<file path="config.mk">
export PLATFORM = sky130hd
export DESIGN_NAME = mem_scan_ctrl_flat
export DESIGN_NICKNAME = d
export VERILOG_FILES = /design/src/rtl/mem_scan_ctrl_if.sv /design/src/rtl/mem_scan_ctrl.sv /design/src/flat_wrapper.sv
export SDC_FILE = /design/constraint.sdc
export NUM_CORES = 1
export LEC_CHECK = 0
export CAP_MARGIN = 20
export CORE_MARGIN = 2
export CORE_UTILIZATION = 39
export DETAILED_ROUTE_END_ITERATION = 8
export SYNTH_ARGS = -nofsm -noshare
export SYNTH_HDL_FRONTEND = slang
export SYNTH_SLANG_ARGS = --single-unit
</file>
<file path="constraint.sdc">
create_clock -name clk -period 9.09 [get_ports clk]
set_clock_uncertainty 0.15 [all_clocks]
set_input_delay 1.818 -clock clk [delete_from_list [all_inputs] [get_ports clk]]
set_output_delay 1.818 -clock clk [all_outputs]
set_load 0.01 [all_outputs]
</file>
<file path="src/rtl/mem_scan_ctrl_if.sv">
// Memory-side bus between the scan sequencer and the block RAM.
// The master drives both address ports and write data; the RAM returns registered read data.
interface mem_scan_ctrl_if #(
    parameter int WID_MEM = 8
) ();
    logic [31:0]        mem_raddr;
    logic [31:0]        mem_waddr;
    logic [WID_MEM-1:0] mem_din;
    logic [WID_MEM-1:0] mem_dout;

    modport master (output mem_raddr, mem_waddr, mem_din, input mem_dout);
    modport slave  (input mem_raddr, mem_waddr, mem_din, output mem_dout);
endinterface

</file>
<file path="src/rtl/mem_scan_ctrl.sv">
// Fill/check sequencer for a write-every-clock block RAM.
// It writes a pattern over a range, or reads the range back and counts mismatches.
module mem_scan_ctrl #(
    parameter int                 WID_MEM   = 8,
    parameter int                 DEPTH_MEM = 16384,
    parameter int                 PARK_ADDR = DEPTH_MEM - 1,
    parameter logic [WID_MEM-1:0] PARK_DATA = '0
) (
    input  logic               clk,
    input  logic               reset_n,
    input  logic               start,
    input  logic               op,
    input  logic [1:0]         mode,
    input  logic [WID_MEM-1:0] seed,
    input  logic [31:0]        start_addr,
    input  logic [31:0]        end_addr,
    input  logic               abort,
    output logic               busy,
    output logic               done,
    output logic               cfg_err,
    output logic               aborted,
    output logic [31:0]        err_cnt,
    output logic               first_err_valid,
    output logic [31:0]        first_err_addr,
    mem_scan_ctrl_if.master    mem
);
    localparam logic [31:0] DEPTH_W = 32'(DEPTH_MEM);
    localparam logic [31:0] PARK_W  = 32'(PARK_ADDR);

    typedef enum logic [2:0] {IDLE, FILL, READ, DRAIN, DONE} state_t;

    state_t             state;
    logic [1:0]         mode_q;
    logic [WID_MEM-1:0] seed_q;
    logic [31:0]        end_q;
    logic               pipe_vld;
    logic [31:0]        pipe_addr;
    logic               reject;
    logic               miss;

    function automatic logic [WID_MEM-1:0] pattern(input logic [1:0] m,
                                                   input logic [WID_MEM-1:0] s,
                                                   input logic [31:0] a);
        case (m)
            2'd0:    return s;
            2'd1:    return a[WID_MEM-1:0] ^ s;
            default: return ~a[WID_MEM-1:0] ^ s;
        endcase
    endfunction

    // Ranges touching the park word are refused: a fill there would be clobbered every idle clock.
    assign reject = (start_addr > end_addr) || (end_addr >= DEPTH_W) ||
                    ((start_addr <= PARK_W) && (PARK_W <= end_addr)) || (mode == 2'd3);

    assign miss = pipe_vld && (mem.mem_dout != pattern(mode_q, seed_q, pipe_addr));

    always_ff @(posedge clk or negedge reset_n) begin
        if (!reset_n) begin
            state           <= IDLE;
            busy            <= 1'b0;
            done            <= 1'b0;
            cfg_err         <= 1'b0;
            aborted         <= 1'b0;
            err_cnt         <= '0;
            first_err_valid <= 1'b0;
            first_err_addr  <= '0;
            mode_q          <= '0;
            seed_q          <= '0;
            end_q           <= '0;
            pipe_vld        <= 1'b0;
            pipe_addr       <= '0;
            mem.mem_raddr   <= '0;
            mem.mem_waddr   <= PARK_W;
            mem.mem_din     <= PARK_DATA;
        end else begin
            done <= 1'b0;
            case (state)
                IDLE: begin
                    mem.mem_waddr <= PARK_W;
                    mem.mem_din   <= PARK_DATA;
                    if (start) begin
                        mode_q <= mode;
                        seed_q <= seed;
                        end_q  <= end_addr;
                        busy   <= 1'b1;
                        if (reject) begin
                            cfg_err <= 1'b1;
                            done    <= 1'b1;
                            state   <= DONE;
                        end else begin
                            cfg_err         <= 1'b0;
                            aborted         <= 1'b0;
                            err_cnt         <= '0;
                            first_err_valid <= 1'b0;
                            pipe_vld        <= 1'b0;
                            if (!op) begin
                                state         <= FILL;
                                mem.mem_waddr <= start_addr;
                                mem.mem_din   <= pattern(mode, seed, start_addr);
                            end else begin
                                state         <= READ;
                                mem.mem_raddr <= start_addr;
                            end
                        end
                    end
                end
                FILL, READ, DRAIN: begin
                    if (abort) begin
                        state         <= DONE;
                        done          <= 1'b1;
                        aborted       <= 1'b1;
                        pipe_vld      <= 1'b0;
                        mem.mem_waddr <= PARK_W;
                        mem.mem_din   <= PARK_DATA;
                    end else begin
                        if (miss) begin
                            if (err_cnt != '1)
                                err_cnt <= err_cnt + 32'd1;
                            if (!first_err_valid) begin
                                first_err_valid <= 1'b1;
                                first_err_addr  <= pipe_addr;
                            end
                        end
                        if (state == FILL) begin
                            if (mem.mem_waddr == end_q) begin
                                state         <= DONE;
                                done          <= 1'b1;
                                mem.mem_waddr <= PARK_W;
                                mem.mem_din   <= PARK_DATA;
                            end else begin
                                mem.mem_waddr <= mem.mem_waddr + 32'd1;
                                mem.mem_din   <= pattern(mode_q, seed_q, mem.mem_waddr + 32'd1);
                            end
                        end else if (state == READ) begin
                            // The address just presented is compared when its data returns next cycle.
                            pipe_vld  <= 1'b1;
                            pipe_addr <= mem.mem_raddr;
                            if (mem.mem_raddr == end_q)
                                state <= DRAIN;
                            else
                                mem.mem_raddr <= mem.mem_raddr + 32'd1;
                        end else begin
                            pipe_vld <= 1'b0;
                            state    <= DONE;
                            done     <= 1'b1;
                        end
                    end
                end
                DONE: begin
                    busy  <= 1'b0;
                    state <= IDLE;
                end
                default: begin
                    busy  <= 1'b0;
                    state <= IDLE;
                end
            endcase
        end
    end
endmodule

</file>
<file path="src/flat_wrapper.sv">
// flat-port wrapper written by rule: the top's interface ports become plain ports
module mem_scan_ctrl_flat 
#(
    parameter int                 WID_MEM   = 8,
    parameter int                 DEPTH_MEM = 16384,
    parameter int                 PARK_ADDR = DEPTH_MEM - 1,
    parameter logic [WID_MEM-1:0] PARK_DATA = '0
)
  (clk, reset_n, start, op, mode, seed, start_addr, end_addr, abort, busy, done, cfg_err, aborted, err_cnt, first_err_valid, first_err_addr, mem_mem_raddr, mem_mem_waddr, mem_mem_din, mem_mem_dout);
  mem_scan_ctrl_if #(.WID_MEM(WID_MEM)) mem_i ();
  input  logic clk;
  input  logic reset_n;
  input  logic start;
  input  logic op;
  input  logic [1:0] mode;
  input  logic [WID_MEM-1:0] seed;
  input  logic [31:0] start_addr;
  input  logic [31:0] end_addr;
  input  logic abort;
  output logic busy;
  output logic done;
  output logic cfg_err;
  output logic aborted;
  output logic [31:0] err_cnt;
  output logic first_err_valid;
  output logic [31:0] first_err_addr;
  output wire logic [$bits(mem_i.mem_raddr)-1:0] mem_mem_raddr;
  output wire logic [$bits(mem_i.mem_waddr)-1:0] mem_mem_waddr;
  output wire logic [$bits(mem_i.mem_din)-1:0] mem_mem_din;
  input wire logic [$bits(mem_i.mem_dout)-1:0] mem_mem_dout;
  assign mem_mem_raddr = mem_i.mem_raddr;
  assign mem_mem_waddr = mem_i.mem_waddr;
  assign mem_mem_din = mem_i.mem_din;
  assign mem_i.mem_dout = mem_mem_dout;
  mem_scan_ctrl #(.WID_MEM(WID_MEM), .DEPTH_MEM(DEPTH_MEM), .PARK_ADDR(PARK_ADDR), .PARK_DATA(PARK_DATA)) u_core (.clk(clk), .reset_n(reset_n), .start(start), .op(op), .mode(mode), .seed(seed), .start_addr(start_addr), .end_addr(end_addr), .abort(abort), .busy(busy), .done(done), .cfg_err(cfg_err), .aborted(aborted), .err_cnt(err_cnt), .first_err_valid(first_err_valid), .first_err_addr(first_err_addr), .mem(mem_i));
endmodule
</file>
==> results.md <==
## Clock network
• clkbuf_16 — Clock Root Buffer
• 219 — clock sink count
• 3 — number of buffers on the longest clock path
• 0.55 ns — clock insertion delay at the later pin of the skew report
• built — CTS tree
• 0 — Hold Buf Count CTS
• 1 — H-Tree Level Count
• 0 — total of cells resized after clock tree synthesis
• 0 — number of buffers inserted to repair setup after CTS
• 0.05 ns — Reg clk slew, reported paths
• 27 — number of buffers created by CTS

## Global route
• 69200 µm — first-pass GRT wire length
• 0 — Overflow after GRT
• 1 — number of antenna violations at the first check in global routing
• 11400 — number of global-route vias before repair
• 26.3% — overall fraction of global-route tracks in use
• 106 — pin count of the biggest net entering global routing

## Routing
• 5 — number of search-and-repair iterations in the first detailed-routing pass
• 22.4 µm — mean routed wirelength per cell
• 0 — remaining number of nets flagged by the antenna check after routing
• 5.82 — Vias/cell
• 11900 — count of vias placed by the detailed router
• 982 — initial detailed-routing violation count
• 45700 µm — total wire length
• 0 — number of design rule violations left after detail routing

## Die
• 39.5% — initial core utilization
• 186 µm — die height
• 32500 µm² — CORE AREA
• 228 — I/O pin cnt
• 34400 µm² — area of the die
• 66 — Site Rows
• 186 µm — floorplan die width

## Setup path
• input port — type of element launching the critical path
• u_core.mode_q[1]$_DFFE_PN0P_ — launch instance of the worst register-to-register path
• input port to flop — Setup Crit Path Kind
• 14 — maximum fanout encountered on the critical timing path
• 4.95 ns — Worst R2R Setup Slack
• flop — kind of end point of the critical path
• 5.33 ns — Critical Path AT
• 7 — number of cells on the worst reg-to-reg path
• u_core.first_err_addr[1]$_DFFE_PN0P_ — Reg2Reg Capture Point
• 9.36 ns — required time of the critical path

## Placed design
• 0.943 — final RePlAce weighted congestion
• 33100 µm — Post-DP HPWL
• 227 — number of buffers added on ports

## Final layout
• 7.87% — layout cells sized above 1
• 50.4% — final core utilization
• 27.5% — synthesis-to-finish area growth
• 1705 — Net count, final

## Synthesis
• 68 — Netlist cell types
• 219 — synthesized flop and latch total
• 0 — synthesis warning total
• 9.19 µm² — mean cell area of the mapped netlist
• 1521 — Synthesized Nets
• dfrtp_1 — most used flip-flop cell after synthesis
• 100% — FFs w/ async S/R, synth
• 1399 — cell count after synthesis
• dfrtp_1 — largest area contributor in the synthesized netlist
• 0 — count of flip-flops with a built-in enable after synthesis
• 42.8% — sequential-to-total area share from yosys stat
• 39.9% — top cell type's share of synthesized area
• 12900 µm² — post-synthesis instance area
• dfrtp_1 40%, o21ai_0 6.1%, nand2_1 4.3%, xor2_1 3.8%, ha_1 3.4% — synth top area cells

## Power
• 30.9% — Sw Ratio
• 7.18 nW — static leakage
• 178 nW/µm² — total power per unit cell area
• 0.000145 V — worst vdd rail ir drop
• 2.02 mW — Internal
• 38.7% — clock group share of total power
• 2.92 mW — Final Power
• 19.0% — power share of the combinational group
• 42.3% — part of the total power dissipated in sequential elements
• 0.902 mW — net switching power figure

## Run status
• finished, final reports clean — outcome

## Hold path
• u_core.first_err_addr[8]$_DFFE_PN0P_ — hold path endpoint
• 1 — Hold Crit Depth
• u_core.pipe_addr[8]$_DFFE_PN0P_ — Hold Startpoint
• flop to flop — type of the tightest min-delay check

## STA
• 5.06 ns — post-route minimum period
• 0 — setup-violating endpoint count in the final report
• 55.7% — Final Cycle Share
• 0 ns — total negative slack
• 0 — Pins Over Slew Limit
• 197 MHz — achievable clock frequency
• 0 — Final Hold Violating Endpoints
• no — unrepaired setup endpoints after global routing
• 1.00 ns — actual slew at the worst max-slew pin
• 33.1% — slew margin rel.

## Job
• 0 — Max Cap Viol

==> routing by layer <==
metal / part of all wire [%] / GRT usage [%]
met1: 44 / 36.4
met2: 47 / 42.7
met3: 7.3 / 3.87
met4: 2.4 / 7.62
met5: 0 / 0
==> logic make-up after synthesis <==
| family | after synthesis | share of synthesized area [%] |
|---|---|---|
| AND/OR/NAND/NOR | 459 | 18.2 |
| AO/OA/AOI/OAI | 370 | 17.7 |
| flip-flops | 219 | 42.8 |
| buffers and inverters | 138 | 4.42 |
| XOR/XNOR | 94 | 6.40 |
| multiplexers | 84 | 7.16 |
| adder cells (fa/ha/maj) | 35 | 3.41 |
==> through the flow <==
step | area [µm²] | hold slack, ns | std cells | worst slack [ns]
final | 16400 | 0.328 | 2044 | 4.03
after global routing | 16400 | 0.349 | 2043 | 3.62
after CTS | 16400 | 0.333 | 2042 | 3.97
after detailed placement | 15500 | 0.321 | 1995 | 3.43
after global placement | 15500 | 0.313 | 1995 | 3.42
after floorplan | 12900 | 0.304 | 1399 | 4.88
==> power by group through the flow <==
| stage | registers (mW) | clock network [mW] | logic (mW) |
|---|---|---|---|
| after floorplan | 1.17 | 0 | 0.298 |
| after global placement | 1.25 | 0 | 0.544 |
| after detailed placement | 1.25 | 0 | 0.549 |
| after CTS | 1.23 | 1.14 | 0.553 |
| after global routing | 1.24 | 1.18 | 0.605 |
| final | 1.23 | 1.13 | 0.555 |
==> cell usage after synthesis (18+ instances only) <==
library cell,count
dfrtp_1,205
o21ai_0,157
nand2_1,148
a21oi_1,73
clkbuf_1,65
xor2_1,56
nor2_1,54
inv_1,50
nand3_1,47
nand4_1,43
and3_1,39
xnor2_1,38
ha_1,35
mux2_2,34
nor3_1,33
mux2_1,30
nor4_1,30
mux2i_1,20
a21o_1,19
a2bb2oi_1,18
a31oi_1,18
==> placed cells by master, fill, tap and decap left out, types with 18 or more instances in the layout <==
| master | Yosys | final |
|---|---|---|
| ha_1 | 35 | 35 |
| inv_1 | 50 | 50 |
| a21oi_1 | 73 | 73 |
| nand2_1 | 148 | 147 |
| xor2_1 | 56 | 56 |
| nand3_1 | 47 | 47 |
| mux2_2 | 34 | 34 |
| nor4_1 | 30 | 30 |
| and3_1 | 39 | 39 |
| nor3_1 | 33 | 33 |
| nor2_1 | 54 | 51 |
| o21ai_0 | 157 | 155 |
| a21o_1 | 19 | 19 |
| mux2_1 | 30 | 30 |
| clkbuf_16 | 0 | 27 |
| clkdlybuf4s50_1 | 0 | 226 |
| dfrtp_1 | 205 | 205 |
| mux2i_1 | 20 | 20 |
| a2bb2oi_1 | 18 | 18 |
| xnor2_1 | 38 | 38 |
| a31oi_1 | 18 | 18 |
| nand4_1 | 43 | 43 |
==> state kept, by name, indices dropped and copies added (netlist names), 2 cells and up <==
| register | flops |
|---|---|
| u_core.state | 3 |
| u_core.err_cnt | 32 |
| u_core.mem.mem_raddr | 32 |
| u_core.mem.mem_din | 8 |
| u_core.mem.mem_waddr | 32 |
| u_core.first_err_addr | 32 |
| u_core.pipe_addr | 32 |
| u_core.end_q | 32 |
| u_core.seed_q | 8 |
| u_core.mode_q | 2 |
==> how the worst max path moves through the flow <==
stage	from	to	slack, ns	cells after the start
finish	end_addr[31]	u_core.mem.mem_raddr[0]$_DFFE_PN0P_	4.03	10
global route	end_addr[31]	u_core.mem.mem_raddr[0]$_DFFE_PN0P_	3.62	10
CTS	end_addr[31]	u_core.mem.mem_waddr[29]$_DFFE_PN0P_	3.97	11
detailed placement	start_addr[27]	u_core.mem.mem_waddr[29]$_DFFE_PN0P_	3.43	10
global placement	start_addr[28]	u_core.mem.mem_waddr[28]$_DFFE_PN0P_	3.42	10
floorplan	end_addr[1]	u_core.first_err_valid$_DFFE_PN0P_	4.88	10
==> worst max-delay path, cell delays in order <==
cell and delay, ns:
clkdlybuf4s50_1 0.52, inv_1 0.09, ha_1 0.32, nand4_1 0.18, nor4_1 0.58, nand4_1 0.20
o2111ai_1 0.21, o211a_1 0.49, nand2_1 0.48, o311ai_0 0.42
==> cell type report <==
cell class | count | area, µm²
fill | 3082 | 16100
multi-input combinational | 1042 | 6840
sequential | 219 | 5500
timing repair buffer | 242 | 2400
clock buffer | 38 | 767
tap | 442 | 553
inverter | 51 | 191
clock inverter | 9 | 151
antenna | 1 | 2.50
No activity file was read; power rests on OpenSTA's default activity.
